===== config.mk =====
export PLATFORM = sky130hd
export DESIGN_NAME = instruction_sequencer_flat
export DESIGN_NICKNAME = d
export VERILOG_FILES = /design/src/rtl/instruction_sequencer_if.sv /design/src/rtl/instruction_sequencer.sv /design/src/flat_wrapper.sv
export SDC_FILE = /design/constraint.sdc
export NUM_CORES = 1
export LEC_CHECK = 0
export BUFFER_PORTS_ARGS = -buffer_cell sky130_fd_sc_hd__buf_2
export CAP_MARGIN = 20
export CELL_PAD_IN_SITES_DETAIL_PLACEMENT = 0
export CELL_PAD_IN_SITES_GLOBAL_PLACEMENT = 2
export CORE_MARGIN = 3
export CORE_UTILIZATION = 24
export DETAILED_ROUTE_END_ITERATION = 10
export HOLD_SLACK_MARGIN = 0.05
export PLACE_DENSITY = 0.83
export SKIP_CTS_REPAIR_TIMING = 1
export SYNTH_ARGS = -nofsm -noshare
export SYNTH_HDL_FRONTEND = slang
export SYNTH_SLANG_ARGS = --single-unit

===== constraint.sdc =====
create_clock -name i_clk -period 2.3 [get_ports i_clk]
set_input_delay 0.46 -clock i_clk [delete_from_list [all_inputs] [get_ports i_clk]]
set_output_delay 0.46 -clock i_clk [all_outputs]
set_load 0.005 [all_outputs]

===== src/rtl/instruction_sequencer_if.sv =====
// rtl/instruction_sequencer_if.sv - program memory fetch handshake between sequencer and memory
interface instruction_sequencer_if #(
  parameter int ADDR_WIDTH = 16
);
  logic                  mem_req;
  logic [ADDR_WIDTH-1:0] mem_addr;
  logic [15:0]           mem_rdata;
  logic                  mem_ready;

  modport master (
    output mem_req,
    output mem_addr,
    input  mem_rdata,
    input  mem_ready
  );

  modport slave (
    input  mem_req,
    input  mem_addr,
    output mem_rdata,
    output mem_ready
  );
endinterface


===== src/rtl/instruction_sequencer.sv =====
// rtl/instruction_sequencer.sv - fetch/decode/execute/commit phase sequencer owning PC and IR
module instruction_sequencer #(
  parameter int                    ADDR_WIDTH   = 16,
  parameter logic [ADDR_WIDTH-1:0] RESET_VECTOR = '0
) (
  input  logic                  i_clk,
  input  logic                  i_rst,
  instruction_sequencer_if.master mem,
  output logic [15:0]           o_instruction,
  output logic [ADDR_WIDTH-1:0] o_pc,
  output logic                  o_fetch,
  output logic                  o_decode,
  output logic                  o_execute,
  output logic                  o_commit,
  input  logic                  i_exec_wait,
  input  logic                  i_pc_load,
  input  logic [ADDR_WIDTH-1:0] i_pc_load_value,
  input  logic                  i_halt,
  input  logic                  i_run,
  output logic                  o_halted
);

  typedef enum logic [2:0] {
    S_IDLE,
    S_FETCH,
    S_DECODE,
    S_EXECUTE,
    S_COMMIT,
    S_HALTED
  } state_t;

  localparam logic [ADDR_WIDTH-1:0] PC_ONE = {{(ADDR_WIDTH-1){1'b0}}, 1'b1};

  state_t                r_state;
  state_t                w_next_state;
  logic [ADDR_WIDTH-1:0] r_pc;
  logic [15:0]           r_instruction;
  logic                  w_fetch_done;

  assign w_fetch_done = (r_state == S_FETCH) && mem.mem_ready;

  always_ff @(posedge i_clk) begin
    if (i_rst) begin
      r_state       <= S_IDLE;
      r_pc          <= RESET_VECTOR;
      r_instruction <= 16'h0000;
    end else begin
      r_state <= w_next_state;
      if (w_fetch_done) begin
        r_instruction <= mem.mem_rdata;
      end
      // PC moves only at commit; a jump target overrides the sequential increment
      if (r_state == S_COMMIT) begin
        r_pc <= i_pc_load ? i_pc_load_value : (r_pc + PC_ONE);
      end
    end
  end

  always_comb begin
    w_next_state = r_state;
    case (r_state)
      S_IDLE:    w_next_state = S_FETCH;
      S_FETCH:   w_next_state = mem.mem_ready ? S_DECODE : S_FETCH;
      S_DECODE:  w_next_state = S_EXECUTE;
      S_EXECUTE: w_next_state = i_exec_wait ? S_EXECUTE : S_COMMIT;
      S_COMMIT:  w_next_state = i_halt ? S_HALTED : S_FETCH;
      S_HALTED:  w_next_state = i_run ? S_FETCH : S_HALTED;
      default:   w_next_state = S_IDLE;
    endcase
  end

  assign mem.mem_req   = (r_state == S_FETCH);
  assign mem.mem_addr  = r_pc;
  assign o_fetch       = (r_state == S_FETCH);
  assign o_decode      = (r_state == S_DECODE);
  assign o_execute     = (r_state == S_EXECUTE);
  assign o_commit      = (r_state == S_COMMIT);
  assign o_halted      = (r_state == S_HALTED);
  assign o_pc          = r_pc;
  assign o_instruction = r_instruction;

endmodule


===== src/flat_wrapper.sv =====
// flat-port wrapper written by rule: the top's interface ports become plain ports
module instruction_sequencer_flat 
#(
  parameter int                    ADDR_WIDTH   = 16,
  parameter logic [ADDR_WIDTH-1:0] RESET_VECTOR = '0
)
  (i_clk, i_rst, o_instruction, o_pc, o_fetch, o_decode, o_execute, o_commit, i_exec_wait, i_pc_load, i_pc_load_value, i_halt, i_run, o_halted, mem_mem_req, mem_mem_addr, mem_mem_rdata, mem_mem_ready);
  instruction_sequencer_if #(.ADDR_WIDTH(ADDR_WIDTH)) mem_i ();
  input  logic i_clk;
  input  logic i_rst;
  output logic [15:0] o_instruction;
  output logic [ADDR_WIDTH-1:0] o_pc;
  output logic o_fetch;
  output logic o_decode;
  output logic o_execute;
  output logic o_commit;
  input  logic i_exec_wait;
  input  logic i_pc_load;
  input  logic [ADDR_WIDTH-1:0] i_pc_load_value;
  input  logic i_halt;
  input  logic i_run;
  output logic o_halted;
  output wire logic [$bits(mem_i.mem_req)-1:0] mem_mem_req;
  output wire logic [$bits(mem_i.mem_addr)-1:0] mem_mem_addr;
  input wire logic [$bits(mem_i.mem_rdata)-1:0] mem_mem_rdata;
  input wire logic [$bits(mem_i.mem_ready)-1:0] mem_mem_ready;
  assign mem_mem_req = mem_i.mem_req;
  assign mem_mem_addr = mem_i.mem_addr;
  assign mem_i.mem_rdata = mem_mem_rdata;
  assign mem_i.mem_ready = mem_mem_ready;
  instruction_sequencer #(.ADDR_WIDTH(ADDR_WIDTH), .RESET_VECTOR(RESET_VECTOR)) u_core (.i_clk(i_clk), .i_rst(i_rst), .mem(mem_i), .o_instruction(o_instruction), .o_pc(o_pc), .o_fetch(o_fetch), .o_decode(o_decode), .o_execute(o_execute), .o_commit(o_commit), .i_exec_wait(i_exec_wait), .i_pc_load(i_pc_load), .i_pc_load_value(i_pc_load_value), .i_halt(i_halt), .i_run(i_run), .o_halted(o_halted));
endmodule

==> metrics.txt, run 1 <==
WS Path Type flop to output port; Synth top area share 36.8%; Placer Congestion 0.704; Nets 357; Hold/Removal Path Class primary input to flop; clk_lat worst skew 0.28 ns; Max transition margin 50.9%; Final Hold Vio Count 0; synthesis-to-layout area growth 25.4%; GRT Total Usage 12.0%; Arr. time, crit path 1.61 ns; initial antenna violation count 0; CP Data Required Time 1.84 ns; leakage power 1.01 nW; first-pass GRT wire length 8510 microns; Routed Antenna Nets 0; Final setup viols 0; Max VDD drop 159 uV; Worst Max-Slew Pin Slew 0.737 ns; Seq cells post-synth 35; setup total negative slack 0 ns; critical path fanouts, max 16; distinct cell type count after synthesis 38; Fin Clk Skew 0.00798 ns; die area 9030 sq um; via count 1,910; Total Power 1.29 mW; crit path capture type output port; predominant post-synthesis flop cell dfxtp_1; CORE AREA 7490 sq um; period utilization 89.9%; top cells by area, synth dfxtp_1 (37%), nand2_1 (9.9%), buf_4 (7.1%); die height 95.0 microns; Starting Density 25.4%; top-count cell post-synth nand2_1; startpoint types flop; PortBufs 92; CTS sink cnt 35; Tmin final 2.07 ns; GRT overflow 0; Async SR Flop Fraction 0%; post-synthesis sequential area ratio 36.8%; Max Fclk 483 MHz; list of most frequent post-synthesis cells nand2_1 (50), dfxtp_1 (35), a21oi_1 (24); clock root cell clkbuf_8; final count of pins violating max slew 0; antenna fix cells 0; largest net degree at the start of global routing 45; Ys Warns 0; chip width 95.0 microns; layout cell share with drive strength beyond 1 32.7%; Mapped Nets 291; IO Count 93; number of core rows 31; vias in the first global route 1,765; DR DRC count 0; maxcap violations 0; HPWL Detailed 3820 microns; initial DRC count 43; drt wl/cell 12.8 microns; Clock Path Buffers 2; gate count after technology mapping 251; DRT Pass-1 Iters 4; Via density 4.58; Power Density 540 nW/um^2; cell taking the most area after synthesis dfxtp_1; RSZ-0062 raised after global routing no; htree depth 2; CTS buffer count 5; Synth Cell Area 1900 sq um; syn avg cell area 7.58 sq um; CTS tree done; status complete, no violations; Post-synth EDFFs 0; clock-pin slew on the worst setup and hold paths 0.08 ns; Routed WL 5350 microns
cell usage in the layout, fill, tap and decap left out, types with 2 or more instances in the layout:
| master | count |
|---|---|
| clkbuf_8 | 7 |
| nor4_1 | 5 |
| nor2b_1 | 5 |
| a21oi_1 | 24 |
| a211oi_1 | 5 |
| nand4_1 | 3 |
| dfxtp_1 | 35 |
| nand2b_1 | 5 |
| nor3_1 | 9 |
| o21a_1 | 2 |
| nand3_1 | 14 |
| buf_2 | 92 |
| mux2i_1 | 7 |
| o31ai_1 | 5 |
| inv_1 | 5 |
| nor2_1 | 9 |
| buf_4 | 2 |
| o21ai_0 | 5 |
| o21bai_1 | 2 |
| a31oi_1 | 9 |
| nand2_1 | 50 |
| o32ai_1 | 2 |
sequential cells by signal, indices dropped and copies added (netlist names):
signal	count
u_core.o_instruction	16
u_core.mem.mem_addr	16
u_core.r_state	3
worst max-delay path, stage by stage, from the launching register on:
cell     delay [ns]
dfxtp_1        0.47
or3b_4         0.42
inv_2          0.25
buf_2          0.18
path summary, 6_finish.rpt:
| kind | startpoint | endpoint | slack (ns) | cells past startpoint |
|---|---|---|---|---|
| setup / recovery | u_core.r_state[2]$_SDFF_PP0_ | o_commit | 0.23 | 3 |
| hold / removal | mem_mem_rdata[8] | u_core.o_instruction[8]$_SDFFE_PP0P_ | 0.41 | 3 |
| setup reg to reg | u_core.mem.mem_addr[0]$_SDFFE_PP0P_ | u_core.mem.mem_addr[14]$_SDFFE_PP0P_ | 0.45 | 5 |
| hold reg to reg | u_core.o_instruction[4]$_SDFFE_PP0P_ | u_core.o_instruction[4]$_SDFFE_PP0P_ | 0.45 | 2 |
logic make-up after synthesis:
family          share of synthesized area [%]
flops                                    36.8
mux                                      3.68
fa+ha+maj                               0.658
simple gates                             26.6
buf+inv                                  12.6
compound gates                           19.6
where the power goes:
part           switching, mW  total (mW)  internal [mW]
clock network          0.229       0.502          0.274
registers             0.0157       0.641          0.625
logic                 0.0788       0.144         0.0652
metrics by stage:
stage	std cells	util [%]	hold slack, ns	worst slack (ns)	cell area, sq um
3_3_place_gp	409	30.5	0.440	0.514	2280
4_1_cts	417	31.9	0.399	0.210	2380
6_report	417	31.9	0.412	0.231	2380
5_1_grt	417	31.9	0.412	0.114	2380
3_5_place_dp	409	30.5	0.444	0.452	2280
2_1_floorplan	251	-	0.453	0.692	1900
area by class of cell:
class	instances	area, sq um
Sequential cell	35	701
Inverter	6	22.5
Timing Repair Buffer	94	475
Fill cell	848	5100
Clock buffer	8	100
Multi-Input combinational cell	175	962
Tap cell	99	124
routing by layer:
layer  global-route usage, %  part of all wire, %  wire (microns)  up-vias
li1                        -                    -               -     1000
met1                    16.0                   48            2560      856
met2                    19.0                   46            2450       52
met3                    2.60                  5.6             301        2
met4                    4.57                 0.88              47        0
met5                       0                    0               0        -
(Power assumes the default switching activity.)
==> inputs of run 2 (changes only) <==
--- a/config.mk
+++ b/config.mk
@@ -11,6 +11,7 @@
 export CELL_PAD_IN_SITES_GLOBAL_PLACEMENT = 2
 export CORE_MARGIN = 3
 export CORE_UTILIZATION = 24
+export CTS_BUF_LIST = sky130_fd_sc_hd__clkbuf_4 sky130_fd_sc_hd__clkbuf_8 sky130_fd_sc_hd__clkbuf_16
 export DETAILED_ROUTE_END_ITERATION = 10
 export HOLD_SLACK_MARGIN = 0.05
 export PLACE_DENSITY = 0.83
==> run 2 against run 1 <==
  * First-iteration DRC count increased by 9.3%
  * Sequential power barely moved
  * Core utilization up 0.050 points
  * Global-route usage about the same
==> metrics.txt, run 2 (synthesis gave the netlist of run 1 again) <==
Nets 357; Routed Antenna Nets 0; layout cell share with drive strength beyond 1 33.0%; FILL cells 851; initial antenna violation count 0; Clock Path Buffers 2; maxcap violations 0; Reg area 701 sq um; CORE AREA 7490 sq um; HPWL Detailed 3820 microns; clock root cell clkbuf_8; net switching power 323 uW; htree depth 2; clock share of power 39.6%; Worst Max-Slew Pin Slew 0.743 ns; leakage power 1.01 nW; RSZ-0062 raised after global routing no; Routed WL 5350 microns; CP Data Required Time 1.84 ns; period utilization 90.1%; startpoint types flop; critical path fanouts, max 16; Net Sw Frac 24.8%; IO Count 93; Worst R2R Setup Slack 0.44 ns; Post-Layout Cell Count 417; vias in the first global route 1,767; dpl ws 0.452 ns; Max Fclk 482 MHz; clock-pin slew on the worst setup and hold paths 0.08 ns; Arr. time, crit path 1.61 ns; largest net degree at the start of global routing 45; Placer Congestion 0.704; most common cell after layout, fill and taps aside buf_2; GRT overflow 0; Worst setup startpoint u_core.r_state[2]$_SDFF_PP0_; Tmin final 2.07 ns; cell count after placement 409; final count of pins violating max slew 0; Final setup viols 0; die height 95.0 microns; Critical Path End o_commit; DR DRC count 0; Comb pwr share 11.1%; Final Hold Vio Count 0; sequential cell fraction of total power 49.4%; R2R cell count 5; initial DRC count 47; chip width 95.0 microns; WS Path Type flop to output port; fin util 31.9%; Starting Density 25.4%; PortBufs 92; Max VDD drop 160 uV; Hold/Removal Path Class primary input to flop; Power Density 543 nW/um^2; via count 1,914; most frequent cells in the layout buf_2 (92), nand2_1 (50), dfxtp_1 (35); CTS buffer count 5; Fin Clk Skew 0.00700 ns; DRT Pass-1 Iters 4; GRT Total Usage 12.0%; synthesis-to-layout area growth 25.6%; setup total negative slack 0 ns; Via density 4.59; multi-input logic area 962 sq um; clk_lat worst skew 0.28 ns; drt wl/cell 12.8 microns; die area 9030 sq um; crit path capture type output port; Max transition margin 50.5%; number of core rows 31; r2r startpoint u_core.mem.mem_addr[0]$_SDFFE_PP0P_; antenna fix cells 0; status complete, no violations; CTS tree done; first-pass GRT wire length 8480 microns; FF-to-FF End u_core.mem.mem_addr[14]$_SDFFE_PP0P_; Power Internal 976 uW; setup ws final 0.227 ns; CTS sink cnt 35
run 2: critical path, stage by stage, from the launching register on:
cell,delay (ns)
dfxtp_1,0.47
or3b_4,0.42
inv_2,0.25
buf_2,0.18
run 2: how the worst min path moves through the flow:
stage | start | to | slack (ns) | depth (start not counted)
final | mem_mem_rdata[8] | u_core.o_instruction[8]$_SDFFE_PP0P_ | 0.41 | 3
after global routing | mem_mem_rdata[8] | u_core.o_instruction[8]$_SDFFE_PP0P_ | 0.41 | 3
after CTS | mem_mem_rdata[1] | u_core.o_instruction[1]$_SDFFE_PP0P_ | 0.40 | 3
after detailed placement | u_core.o_instruction[11]$_SDFFE_PP0P_ | u_core.o_instruction[11]$_SDFFE_PP0P_ | 0.44 | 2
after global placement | u_core.o_instruction[5]$_SDFFE_PP0P_ | u_core.o_instruction[5]$_SDFFE_PP0P_ | 0.44 | 2
after floorplan | u_core.o_instruction[0]$_SDFFE_PP0P_ | u_core.o_instruction[0]$_SDFFE_PP0P_ | 0.45 | 2
run 2: power groups by stage:
stage	registers [mW]	clock network, mW	logic, mW
floorplan	0.652	0	0.0863
detailed placement	0.655	0	0.147
finish	0.641	0.513	0.144
CTS	0.641	0.543	0.147
global placement	0.655	0	0.147
global route	0.644	0.561	0.165
run 2: area by class of cell:
type,instances,share of cell area [%]
tap,99,5.19
inverter,6,0.943
sequential,35,29.3
clock buffer,8,4.35
timing repair buffer,94,19.9
multi-input combinational,175,40.3
run 2: per-stage QoR:
stage	hold WS (ns)	area, sq um	power [mW]
global route	0.412	2390	1.37
CTS	0.399	2390	1.33
floorplan	0.453	1900	0.738
detailed placement	0.444	2280	0.802
global placement	0.440	2280	0.802
finish	0.411	2390	1.30
run 2: layer usage:
metal  routed length (microns)  GRT usage [%]  up-vias
met1                      2570           15.8      854
met4                        47           4.57        0
met3                       303           2.60        2
met5                         0              0        -
li1                          -              -     1002
met2                      2430           19.2       56
==> inputs of run 3 (changes only) <==
--- a/config.mk
+++ b/config.mk
@@ -7,10 +7,8 @@
 export LEC_CHECK = 0
 export BUFFER_PORTS_ARGS = -buffer_cell sky130_fd_sc_hd__buf_2
 export CAP_MARGIN = 20
-export CELL_PAD_IN_SITES_DETAIL_PLACEMENT = 0
-export CELL_PAD_IN_SITES_GLOBAL_PLACEMENT = 2
 export CORE_MARGIN = 3
-export CORE_UTILIZATION = 24
+export CORE_UTILIZATION = 46
 export CTS_BUF_LIST = sky130_fd_sc_hd__clkbuf_4 sky130_fd_sc_hd__clkbuf_8 sky130_fd_sc_hd__clkbuf_16
 export DETAILED_ROUTE_END_ITERATION = 10
 export HOLD_SLACK_MARGIN = 0.05
==> run 3 against run 2 <==
  * Register-to-register slack got worse by 0.05 ns
  * Clock power fell by 14%
  * Die area fell by 45%
  * Hold slack got worse by 0.0052 ns
  * Via count rose by 0.16%
==> metrics.txt, run 3 (synthesis gave the netlist of run 1 again) <==
Power Internal 913 uW; htree depth 2; RSZ-0062 raised after global routing no; chip width 70.3 microns; GRT Total Usage 18.5%; Final Hold Vio Count 0; clk_lat worst skew 0.28 ns; HPWL Detailed 3260 microns; CTS buffer count 5; startpoint types flop; Worst Max-Slew Pin Slew 0.718 ns; fin util 60.2%; CTS sink cnt 35; Max VDD drop 330 uV; most common cell after layout, fill and taps aside buf_2; status complete, no violations; maxcap violations 0; crit path capture type output port; largest net degree at the start of global routing 45; final instance area 2300 sq um; Nets 356; via count 1,917; most frequent cells in the layout buf_2 (92), nand2_1 (50), dfxtp_1 (35); Starting Density 49.7%; initial antenna violation count 0; clock-pin slew on the worst setup and hold paths 0.07 ns; Routed Antenna Nets 0; Placer Congestion 0.818; Max transition margin 52.1%; initial DRC count 198; leakage power 0.995 nW; vias in the first global route 1,639; CP Data Required Time 1.84 ns; placed inst area 2210 sq um; PortBufs 92; Fin Clk Skew 0.00193 ns; Max Fclk 465 MHz; Clock Path Buffers 2; GRT overflow 0; Net Sw Frac 25.4%; Via density 5.25; FILL cells 362; antenna fix cells 0; DR DRC count 0; Arr. time, crit path 1.69 ns; Worst R2R Setup Slack 0.39 ns; CTS tree done; setup total negative slack 0 ns; IO Count 93; final count of pins violating max slew 0; sequential cell fraction of total power 52.3%; Routed WL 4570 microns; Final setup viols 0; die height 70.3 microns; Tmin final 2.15 ns; layout cell share with drive strength beyond 1 32.8%; critical path fanouts, max 21; die area 4940 sq um; clock share of power 36.2%; Power Density 532 nW/um^2; first-pass GRT wire length 7610 microns; synthesis-to-layout area growth 21.1%; worst hold margin 0.406 ns; clock root cell clkbuf_8; Total Power 1.22 mW; WS Path Type flop to output port; Comb pwr share 11.5%; drt wl/cell 12.5 microns; DRT Pass-1 Iters 5; number of core rows 22; CORE AREA 3830 sq um; net switching power 311 uW; Hold/Removal Path Class primary input to flop; period utilization 93.6%
[run 3: cell count changes in the layout (fill, tap and decap cells not counted), sizes merged]
cell,previous run,this run
clkbuf,8,6
clkinvlp,0,1
buf,94,93
clkinv,0,1
[run 3: power by group through the flow]
| stage | sequential, mW | clock (mW) | combinational, mW |
|---|---|---|---|
| floorplan | 0.652 | 0 | 0.0863 |
| global placement | 0.654 | 0 | 0.141 |
| detailed placement | 0.655 | 0 | 0.142 |
| CTS | 0.641 | 0.453 | 0.142 |
| global route | 0.644 | 0.486 | 0.160 |
| finish | 0.641 | 0.443 | 0.141 |
[run 3: metal layers]
layer  up-vias  global-route usage [%]  wire, microns
met5         -                       0              0
met1       854                    23.7           2000
met2        66                    30.4           2230
met3         5                    4.46            288
met4         0                    5.74             52
li1        992                       -              -
[run 3: worst paths after layout]
path	startpoint	to	cells past startpoint
max	u_core.r_state[2]$_SDFF_PP0_	o_commit	3
min	mem_mem_rdata[2]	u_core.o_instruction[2]$_SDFFE_PP0P_	3
max reg2reg	u_core.r_state[2]$_SDFF_PP0_	u_core.mem.mem_addr[10]$_SDFFE_PP0P_	5
min reg2reg	u_core.o_instruction[4]$_SDFFE_PP0P_	u_core.o_instruction[4]$_SDFFE_PP0P_	2
[run 3: layout make-up]
type                       count  area [sq um]  area share (%)
clock buffer                   6          76.3            3.32
clock inverter                 2          12.5           0.543
inverter                       6          22.5           0.978
multi-input combinational    175           962            41.8
sequential                    35           701            30.4
tap                           48          60.1            2.61
timing repair buffer          93           468            20.3
[run 3: metrics by stage]
step	setup WS, ns	std cells
2_1_floorplan	0.692	251
3_3_place_gp	0.464	357
3_5_place_dp	0.407	357
4_1_cts	0.129	365
5_1_grt	0.0501	365
6_report	0.148	365
[run 3: critical path, stage by stage (launching register included)]
cell     delay, ns
dfxtp_1       0.47
or3b_4        0.54
inv_2         0.24
buf_2         0.16
